**config.mk**
```make
export PLATFORM = sky130hd
export DESIGN_NAME = handshake_coeff_arbiter_flat
export DESIGN_NICKNAME = d
export VERILOG_FILES = /design/src/rtl/handshake_coeff_pkg.sv /design/src/rtl/handshake_coeff_arbiter_if.sv /design/src/rtl/rr_arbiter.sv /design/src/rtl/handshake_coeff_arbiter.sv /design/src/flat_wrapper.sv
export SDC_FILE = /design/constraint.sdc
export NUM_CORES = 1
export LEC_CHECK = 0
export BUFFER_PORTS_ARGS = -buffer_cell sky130_fd_sc_hd__buf_2
export CORE_MARGIN = 2
export CORE_UTILIZATION = 45
export DETAILED_ROUTE_END_ITERATION = 10
export GPL_TIMING_DRIVEN = 0
export PLACE_DENSITY = 0.85
export SLEW_MARGIN = 30
export SYNTH_ARGS = -nofsm -noshare
export SYNTH_HDL_FRONTEND = slang
export SYNTH_HIERARCHICAL = 1
export SYNTH_SLANG_ARGS = --single-unit
```
**constraint.sdc**
```tcl
create_clock -name clk -period 3.42 [get_ports clk]
set_clock_uncertainty 0.2 [all_clocks]
set_input_delay 0.342 -clock clk [delete_from_list [all_inputs] [get_ports clk]]
set_output_delay 0.342 -clock clk [all_outputs]
set_load 0.1 [all_outputs]
```
**src/rtl/handshake_coeff_pkg.sv**
```systemverilog
// Shared constants for the coefficient arbiter: the fixed-point coefficient table
// and a constant clog2 helper.
package handshake_coeff_pkg;

    localparam int unsigned DATA_WIDTH = 18;
    localparam int unsigned IDX_WIDTH  = 3;
    localparam int unsigned ROM_DEPTH  = 1 << IDX_WIDTH;

    typedef logic [DATA_WIDTH-1:0] coeff_t;

    // Signed 18-bit fixed point; idx 1 and idx 6 are -698 and +698.
    localparam coeff_t COEFF_ROM [ROM_DEPTH] = '{
        18'h00000, 18'h3FD46, 18'h00400, 18'h3FC00,
        18'h0FFFF, 18'h30001, 18'h002BA, 18'h1FFFF
    };

    function automatic int unsigned clog2(input int unsigned value);
        int unsigned result;
        result = 0;
        while ((32'd1 << result) < value) begin
            result++;
        end
        return result;
    endfunction

endpackage

```
**src/rtl/handshake_coeff_arbiter_if.sv**
```systemverilog
// Requester channels plus the registered output slot of the coefficient arbiter.
interface handshake_coeff_arbiter_if #(
    parameter int unsigned NUM_REQ    = 4,
    parameter int unsigned DATA_WIDTH = handshake_coeff_pkg::DATA_WIDTH,
    parameter int unsigned IDX_WIDTH  = handshake_coeff_pkg::IDX_WIDTH,
    parameter int unsigned TAG_WIDTH  = 2
);

    logic [NUM_REQ-1:0]           req_valid;
    logic [NUM_REQ-1:0]           req_ready;
    logic [NUM_REQ*IDX_WIDTH-1:0] req_idx;
    logic [DATA_WIDTH-1:0]        outs;
    logic [TAG_WIDTH-1:0]         outs_tag;
    logic                         outs_valid;
    logic                         outs_ready;

    modport slave (
        input  req_valid, req_idx, outs_ready,
        output req_ready, outs, outs_tag, outs_valid
    );

    modport master (
        output req_valid, req_idx, outs_ready,
        input  req_ready, outs, outs_tag, outs_valid
    );

endinterface

```
**src/rtl/rr_arbiter.sv**
```systemverilog
// Combinational round-robin arbiter: first asserted request at or above the
// pointer, with wrap-around. The pointer register lives in the parent.
module rr_arbiter
    import handshake_coeff_pkg::*;
#(
    parameter int unsigned N = 4,
    localparam int unsigned W = clog2(N)
) (
    input  logic [N-1:0] req,
    input  logic [W-1:0] pointer,
    input  logic         enable,
    output logic [N-1:0] grant,
    output logic [W-1:0] grant_idx,
    output logic         any_grant
);

    function automatic logic [W-1:0] wrap(input logic [W-1:0] p, input int unsigned k);
        return W'((32'(p) + k) % N);
    endfunction

    always_comb begin
        grant     = '0;
        grant_idx = '0;
        any_grant = 1'b0;
        if (enable) begin
            for (int unsigned k = 0; k < N; k++) begin
                if (!any_grant && req[wrap(pointer, k)]) begin
                    grant[wrap(pointer, k)] = 1'b1;
                    grant_idx               = wrap(pointer, k);
                    any_grant               = 1'b1;
                end
            end
        end
    end

endmodule

```
**src/rtl/handshake_coeff_arbiter.sv**
```systemverilog
// Shares one coefficient ROM among NUM_REQ elastic requesters; the looked-up
// word lands in a one-entry output slot tagged with the winning requester.
module handshake_coeff_arbiter
    import handshake_coeff_pkg::*;
#(
    parameter int unsigned DATA_WIDTH = 18,
    parameter int unsigned NUM_REQ    = 4,
    parameter int unsigned IDX_WIDTH  = 3,
    parameter int unsigned TAG_WIDTH  = 2
) (
    input logic                        clk,
    input logic                        rst,
    handshake_coeff_arbiter_if.slave   bus
);

    logic                  free;
    logic                  arb_enable;
    logic [NUM_REQ-1:0]    grant;
    logic [TAG_WIDTH-1:0]  grant_idx;
    logic                  any_grant;
    logic [IDX_WIDTH-1:0]  sel_idx;
    logic [DATA_WIDTH-1:0] coeff;

    logic [DATA_WIDTH-1:0] outs_q;
    logic [TAG_WIDTH-1:0]  tag_q;
    logic                  valid_q;
    logic [TAG_WIDTH-1:0]  ptr_q;
    logic [TAG_WIDTH-1:0]  ptr_d;

    assign free = !valid_q | bus.outs_ready;
    // Gating with rst keeps req_ready low while reset is held.
    assign arb_enable = free & rst;

    rr_arbiter #(
        .N (NUM_REQ)
    ) u_rr_arbiter (
        .req       (bus.req_valid),
        .pointer   (ptr_q),
        .enable    (arb_enable),
        .grant     (grant),
        .grant_idx (grant_idx),
        .any_grant (any_grant)
    );

    always_comb begin
        sel_idx = bus.req_idx[grant_idx*IDX_WIDTH +: IDX_WIDTH];
        coeff   = DATA_WIDTH'(COEFF_ROM[sel_idx]);
    end

    always_comb begin
        ptr_d = ptr_q;
        if (any_grant) begin
            if (grant_idx == TAG_WIDTH'(NUM_REQ - 1)) begin
                ptr_d = '0;
            end else begin
                ptr_d = grant_idx + TAG_WIDTH'(1);
            end
        end
    end

    always_ff @(posedge clk or negedge rst) begin
        if (!rst) begin
            outs_q  <= '0;
            tag_q   <= '0;
            valid_q <= 1'b0;
            ptr_q   <= '0;
        end else begin
            ptr_q <= ptr_d;
            if (any_grant) begin
                outs_q  <= coeff;
                tag_q   <= grant_idx;
                valid_q <= 1'b1;
            end else if (bus.outs_ready) begin
                valid_q <= 1'b0;
            end
        end
    end

    assign bus.req_ready  = grant;
    assign bus.outs       = outs_q;
    assign bus.outs_tag   = tag_q;
    assign bus.outs_valid = valid_q;

endmodule

```
**src/flat_wrapper.sv**
```systemverilog
// flat-port wrapper written by rule: the top's interface ports become plain ports
module handshake_coeff_arbiter_flat import handshake_coeff_pkg::*;
#(
    parameter int unsigned DATA_WIDTH = 18,
    parameter int unsigned NUM_REQ    = 4,
    parameter int unsigned IDX_WIDTH  = 3,
    parameter int unsigned TAG_WIDTH  = 2
)
  (clk, rst, bus_req_valid, bus_req_idx, bus_outs_ready, bus_req_ready, bus_outs, bus_outs_tag, bus_outs_valid);
  handshake_coeff_arbiter_if #(.NUM_REQ(NUM_REQ), .DATA_WIDTH(DATA_WIDTH), .IDX_WIDTH(IDX_WIDTH), .TAG_WIDTH(TAG_WIDTH)) bus_i ();
  input logic clk;
  input logic rst;
  input wire logic [$bits(bus_i.req_valid)-1:0] bus_req_valid;
  input wire logic [$bits(bus_i.req_idx)-1:0] bus_req_idx;
  input wire logic [$bits(bus_i.outs_ready)-1:0] bus_outs_ready;
  output wire logic [$bits(bus_i.req_ready)-1:0] bus_req_ready;
  output wire logic [$bits(bus_i.outs)-1:0] bus_outs;
  output wire logic [$bits(bus_i.outs_tag)-1:0] bus_outs_tag;
  output wire logic [$bits(bus_i.outs_valid)-1:0] bus_outs_valid;
  assign bus_i.req_valid = bus_req_valid;
  assign bus_i.req_idx = bus_req_idx;
  assign bus_i.outs_ready = bus_outs_ready;
  assign bus_req_ready = bus_i.req_ready;
  assign bus_outs = bus_i.outs;
  assign bus_outs_tag = bus_i.outs_tag;
  assign bus_outs_valid = bus_i.outs_valid;
  handshake_coeff_arbiter #(.DATA_WIDTH(DATA_WIDTH), .NUM_REQ(NUM_REQ), .IDX_WIDTH(IDX_WIDTH), .TAG_WIDTH(TAG_WIDTH)) u_core (.clk(clk), .rst(rst), .bus(bus_i));
endmodule
```
==> results.md, run 1 <==
- DR DRC count: 0
- Cells after Synth: 124
- Vias in the first global route: 1048
- Flops & latches, synth: 13
- Multiplexer share of the synthesized area: 0.253
- Rows: 19
- Slew Limit Headroom: 0.657
- WP buf/inv: 4
- ANT cells: 0
- TritonCTS clock tree: built
- Core Area: 0.00276 mm2
- CTS Sinks: 13
- Final Hold Fails: 0
- Sequential share of the synthesized area: 0.248
- Setup Crit Path Kind: reg -> reg
- Met1 Wirelength: 1300 um
- Post-Synth Adder-Cell Area: 0.124
- Post-detail-place hpwl: 2230 um
- Status: finished clean
- Final setup margin: 0.0921 ns
- Tightest Hold Check Type: in -> reg
- Layout cell share with drive strength beyond 1: 0.588
- Number of DRC markers in iteration 0: 30
- Avg Vias per Cell: 5.54
- Pre-CTS setup slack: -0.421 ns
- Mapped cell area: 0.00131 mm2
- Final setup TNS: 0 ns
- Critical path arrival: 3.30 ns
- DR vias: 1207
- Final worst-path cycle share: 0.973
- Synth cell types: 31
- Synth Area in Compound Gates: 0.153
- Antenna violations before repair: 0
- Max layer used: met4
- Die Ht: 58.0 um
- # fillers: 203
- Die area: 0.00336 mm2
- Leading cell type in the layout, fill and taps excluded: buf_2
- Post-DRT Antenna Nets: 0
- Clock edge transition at the registers on the reported setup and hold paths: 0.08 ns
- Most frequent cells in the layout: 42 x buf_2, 26 x buf_4, 11 x dfrtp_1
- Max-cap violations: 0
- H-tree depth: 1
- Routed len/inst: 14.8 um
- Type of origin of the critical path: flip-flop
- Slew Limit Fails: 0
- GPL Wtd Cong: 0.912
- Detail Route met3 WL: 226 um
- GR Overflow Total: 0
- Fmax: 300 MHz
- Largest net degree at the start of global routing: 15
- WP data required: 3.39 ns
- DRT Pass-1 Iters: 4
- Worst-Margin Slew: 0.514 ns
- Post-layout min period: 3.33 ns
- Dominant combinational cell family by area after synthesis: multiplexers
- Area Overhead vs Synth: 36.5%
- Latest clock arrival within the worst-skew pair: 0.28 ns
- Port bufs: 42
- Simple-gate share of the synthesized area: 0.103
- First-pass GRT wire length: 4930 um
- Max clock buf depth: 2
- Final net count: 220
- IO Count: 44
- Slowest CP cell: mux4_2
- Crit-path leading delay family: multiplexers
- Net Count, Synth: 156
- Crit-path max FO: 7
- Yosys warning count: 6
- Final WL: 3220 um
- Die Wd: 58.0 um
- Crit-path cells: buf_6 -> clkinvlp_4 -> ha_4 -> mux4_2 -> a31oi_1 -> o221a_2 -> buf_4 -> mux4_2 -> buf_6 -> mux2i_1 -> mux2_4
- Final setup fails: 0
- DR WL met2: 1620 um
- Syn_area_per_cell: 10.6 um2
- CTS root buffer: clkbuf_4
- Max stage delay on crit path: 0.49 ns
- All-Layer GR Usage: 0.192
- Setup crit end kind: flip-flop
- CTS Buf Count: 3
- Starting Density: 0.476
- Synth Area in XOR/XNOR: 0
## metal layers
layer / vias to the layer above / global-route usage
met4: 0 / 0.0432
met1: 572 / 0.248
li1: 572 / -
met3: 8 / 0.0379
met5: - / 0
met2: 55 / 0.333
## Yosys cell counts (all sizes together)
master    n  area (um2)
a21oi     3        15.0
a221oi    4        35.0
a31oi     1        6.26
a41oi     1        8.76
and2      1        6.26
and3      1        11.3
buf      14         120
clkbuf    2        7.51
dfrtp    13         325
ha       13         163
inv       8        30.0
mux2     10         116
mux2i     5        50.1
mux4      7         165
nand2     9        33.8
nand2b    3        18.8
nand3b    2        15.0
nor2      6        30.0
nor2b     2        20.0
o211ai    2        15.0
o21ai     9        45.0
o221a     1        11.3
o221ai    1        8.76
o2bb2ai   4        35.0
o41a      1        11.3
o41ai     1        8.76
## cells by family after synthesis
logic type               count (synthesis)
adder cells (fa/ha/maj)                 13
multiplexers                            22
buffers and inverters                   24
AND/OR/NAND/NOR                         24
AO/OA/AOI/OAI                           28
flip-flops                              13
## flip-flops by register name (all words and copies together), names as in the netlist
register / flops
u_core/bus.outs: 8
u_core/ptr_q: 2
u_core/bus.outs_tag: 2
u_core/bus.outs_valid: 1
## layout make-up
type	instances	area, um2	share of cell area
Multi-Input combinational cell	87	890	0.497
Timing Repair Buffer	59	340	0.190
Sequential cell	13	328	0.183
Buffer	16	131	0.0733
Tap cell	31	38.8	0.0216
Inverter	8	37.5	0.0209
Clock buffer	4	26.3	0.0147
## path summary, 6_finish.rpt
kind / slack, ns / endpoint / cells past startpoint / from
worst max-delay path: 0.09 / u_core/bus.outs[10] / 11 / u_core/ptr_q[1]
worst min-delay path: 0.13 / u_core/bus.outs_valid / 3 / bus_outs_ready
worst max register to register: 0.09 / u_core/bus.outs[10] / 11 / u_core/ptr_q[1]
worst min register to register: 0.31 / u_core/bus.outs_tag[0] / 1 / u_core/bus.outs_tag[0]
max in group asynchronous: 2.48 / u_core/ptr_q[1] / 2 / rst
min in group asynchronous: 0.28 / u_core/bus.outs[0] / 2 / rst
## tightest hold or removal path: stages
cell      delay [ns]
buf_2           0.07
nand2b_1        0.10
nand2b_1        0.05
## metrics by stage
step / cell area (um2) / utilization / instances / hold slack, ns
floorplan: 1330 / - / 124 / -0.154
global route: 1790 / 0.650 / 218 / 0.135
CTS: 1680 / 0.610 / 206 / 0.124
global placement: 1580 / 0.574 / 197 / 0.0433
detailed placement: 1580 / 0.574 / 197 / 0.0477
finish: 1790 / 0.650 / 218 / 0.129
## what timing repair did
item	CTS	global route
pin swaps	1	3
endpoints found under the hold margin	13	0
setup endpoints to repair	12	8
setup buffers	4	12
hold buffers	1	0
gates resized for setup	7	6
Power of run 1 is not shown: default switching activity piles up to over one toggle a cycle in this logic, so the estimate is an artifact.
==> run 2, diff against run 1 <==
- ABC_AREA: not set -> 1
- CORE_UTILIZATION: 45 -> 46
- PLACE_DENSITY: 0.85 -> 0.86
==> run 2 against run 1 <==
  * First-iteration DRC count up 110%
  * Worst setup slack better by 0.16 ns
  * Register-to-register slack improved by 0.16 ns
  * Cell count rose by 30%
  * Clock-buffer cell count fell by 1
  * Die area increased by 4.1%
  * Non-clock buffer count down 10
  * Routed wire length shrank 4.3%
  * Hold slack worse by 0.057 ns
  * Via count is 19% higher
  * Design area fell by 0.91%
  * Critical path type unchanged
==> results.md, run 2 <==
- CTS Sinks: 13 (unchanged)
- Multi-input gate area: 878 um2 (-1.3%)
- Max-cap violations: 0 (unchanged)
- Routed len/inst: 10.9 um (-26%)
- Mapped cell area: 0.00140 mm2 (+6.7%)
- GPL Wtd Cong: 0.829 (-9.0%)
- Die Ht: 59.2 um (+2.0%)
- Final setup fails: 0 (unchanged)
- Rows: 20 (+1)
- DRT Pass-1 Iters: 4 (unchanged)
- WP data required: 3.42 ns (+0.03 ns)
- Die Wd: 59.2 um (+2.0%)
- Multiplexer share of the synthesized area: 0 (-0.253)
- Leading cell type in the layout, fill and taps excluded: nand2_1
- Syn_area_per_cell: 7.18 um2 (-32%)
- List of most frequent post-synthesis cells: 59 x nand2_1, 24 x inv_1, 17 x nand3_1
- Yosys warning count: 6 (unchanged)
- Simple-gate share of the synthesized area: 0.403 (+0.300)
- Most common cell in the netlist: nand2_1
- Synth Area in XOR/XNOR: 0 (unchanged)
- Most frequent cells in the layout: 59 x nand2_1, 44 x buf_2, 23 x inv_1
- # fillers: 276 (+36%)
- Slew Limit Headroom: 0.668 (+0.0105)
- Fmax: 316 MHz (+5.0%)
- Final net count: 283 (+29%)
- Vias in the first global route: 1238 (+18%)
- DR DRC count: 0 (unchanged)
- Net Count, Synth: 227 (+46%)
- Post-synth EDFFs: 0 (unchanged)
- Worst R2R End: u_core/bus.outs[10]
- Latest clock arrival within the worst-skew pair: 0.27 ns (about the same)
- Post-layout min period: 3.17 ns (-0.159 ns)
- DP Area: 0.00166 mm2 (+4.7%)
- Final Hold Fails: 0 (unchanged)
- Status: finished clean
- IO Count: 44 (unchanged)
- Top post-synthesis cells by area: dfrtp_1 23%, nand2_1 16%, ha_1 12%, inv_1 6.4%, nand3_1 6.1%
- CTS Buf Count: 3 (unchanged)
- CTS root buffer: clkbuf_4
- Final worst-path cycle share: 0.926 (-0.0466)
- Crit. Startpoint: u_core/ptr_q[0]
- Top FF cell, synth: dfrtp_1
- Setup Crit Path Kind: reg -> reg
- Port bufs: 43 (+2.4%)
- Synth async-reset ratio: 1.00 (unchanged)
- Post-Synth Adder-Cell Area: 0.116 (-0.00775)
- Area leader, netlist: dfrtp_1
- Cells after Synth: 195 (+57%)
- RSZ-0062 raised after global routing: no
- Synth Area in Compound Gates: 0.0938 (-0.0587)
- Core Area: 0.00298 mm2 (+8.0%)
- GR Overflow Total: 0 (unchanged)
- All-Layer GR Usage: 0.173 (-0.0184)
- Worst-Margin Slew: 0.502 ns (-0.0122 ns)
- Flops & latches, synth: 13 (unchanged)
- Dominant combinational cell family by area after synthesis: simple AND/OR/NAND/NOR gates
- First-pass GRT wire length: 4890 um (-0.97%)
- Final Instance Area: 0.00178 mm2 (-0.91%)
- Top cell type's share of synthesized area: 0.232 (-0.0155)
- Final WL: 3080 um (-4.3%)
- Post-detail-place hpwl: 2340 um (+4.7%)
- Type of origin of the critical path: flip-flop
- Largest net degree at the start of global routing: 15 (unchanged)
- DR vias: 1442 (+19%)
- Critical path arrival: 3.17 ns (-0.13 ns)
- R2r setup slk: 0.25 ns (+0.16 ns)
- Starting Density: 0.470 (-0.00578)
- Final setup TNS: 0 ns (unchanged)
- Clock edge transition at the registers on the reported setup and hold paths: 0.08 ns (about the same)
- Number of DRC markers in iteration 0: 63 (+110%)
- H-tree depth: 1 (unchanged)
- Max clock buf depth: 2 (unchanged)
- Synth cell types: 27 (-13%)
- Setup crit end kind: flip-flop
- Area Overhead vs Synth: 26.8%
- Antenna violations before repair: 0 (unchanged)
- Tightest Hold Check Type: in -> reg
- Slew Limit Fails: 0 (unchanged)
- Die area: 0.00350 mm2 (+4.1%)
- Crit-path max FO: 10 (+3)
- Worst Setup EP: u_core/bus.outs[10]
- Max reg flops: 8 (unchanged)
- TritonCTS clock tree: built
- ANT cells: 0 (unchanged)
- Post-DRT Antenna Nets: 0 (unchanged)
- Register Area: 328 um2 (unchanged)
- Avg Vias per Cell: 5.10 (-8.0%)
- Layout cell share with drive strength beyond 1: 0.400 (-0.188)
- Worst flop-to-flop path startpoint: u_core/ptr_q[0]
- Reg2Reg Depth: 19 (+8)
- Sequential share of the synthesized area: 0.232 (-0.0155)
[run 2: per-stage QoR]
stage	hold slack, ns	instances	setup slack, ns	utilization
after floorplan	-0.154	195	0.350	-
after global placement	0.0444	271	-0.0407	0.556
after detailed placement	0.0471	271	-0.0928	0.556
after CTS	0.0599	276	0.0117	0.570
after global routing	0.0762	283	0.00864	0.596
final	0.0726	283	0.252	0.596
[run 2: area by class of cell]
class / instances / share of cell area
plain buffers: 14 / 0.0620
clock buffers: 3 / 0.0127
clock inverters: 1 / 0.00282
inverters: 27 / 0.0634
multi-input cells: 141 / 0.495
flip-flops and latches: 13 / 0.185
well taps: 33 / 0.0233
repair buffers: 51 / 0.156
[run 2: cell families (layout without fill, tap and decap cells)]
logic type / Yosys count / after routing
AO/OA/AOI/OAI: 22 / 22
adder cells (fa/ha/maj): 13 / 13
buffers and inverters: 41 / 96
flip-flops: 13 / 13
AND/OR/NAND/NOR: 106 / 106
[run 2: layer usage]
metal  GRT usage  share of wire  routed length [um]  vias up
met5           0              0                   0        -
met3      0.0197          0.045                 140        2
met2       0.317           0.50                1540       46
met4      0.0357         0.0026                   8        0
li1            -              -                   -      724
met1       0.218           0.45                1390      670
[run 2: how the worst min path moves through the flow]
| stage | slack [ns] | cells after the start | to | start |
|---|---|---|---|---|
| 4_1_cts | 0.06 | 2 | u_core/bus.outs_valid | bus_outs_ready |
| 2_1_floorplan | -0.15 | 0 | u_core/bus.outs[0] | rst |
| 5_1_grt | 0.08 | 2 | u_core/bus.outs_valid | bus_outs_ready |
| 6_report | 0.07 | 2 | u_core/bus.outs_valid | bus_outs_ready |
| 3_3_place_gp | 0.04 | 1 | u_core/bus.outs[17] | rst |
| 3_5_place_dp | 0.05 | 1 | u_core/bus.outs[17] | rst |
[run 2: what timing repair did]
action	in CTS	in global routing
gates resized for setup	2	4
hold buffers	1	0
setup buffers	0	7
endpoints found under the setup margin	3	6
hold endpoints to repair	13	0
[run 2: worst max-delay path: stages, from the launching register on]
cell      delay (ns)
dfrtp_2         0.47
inv_4           0.11
ha_4            0.30
inv_1           0.07
nand2_2         0.07
nand2_2         0.06
nor2_4          0.09
buf_6           0.14
nand3_1         0.07
nand3_1         0.10
nand2_1         0.06
inv_1           0.15
inv_1           0.16
a32oi_2         0.26
inv_1           0.11
ha_1            0.27
nand3b_2        0.23
nand2_1         0.08
nand2_1         0.05
nand2_1         0.06
Power of run 2 is left out for the same reason.
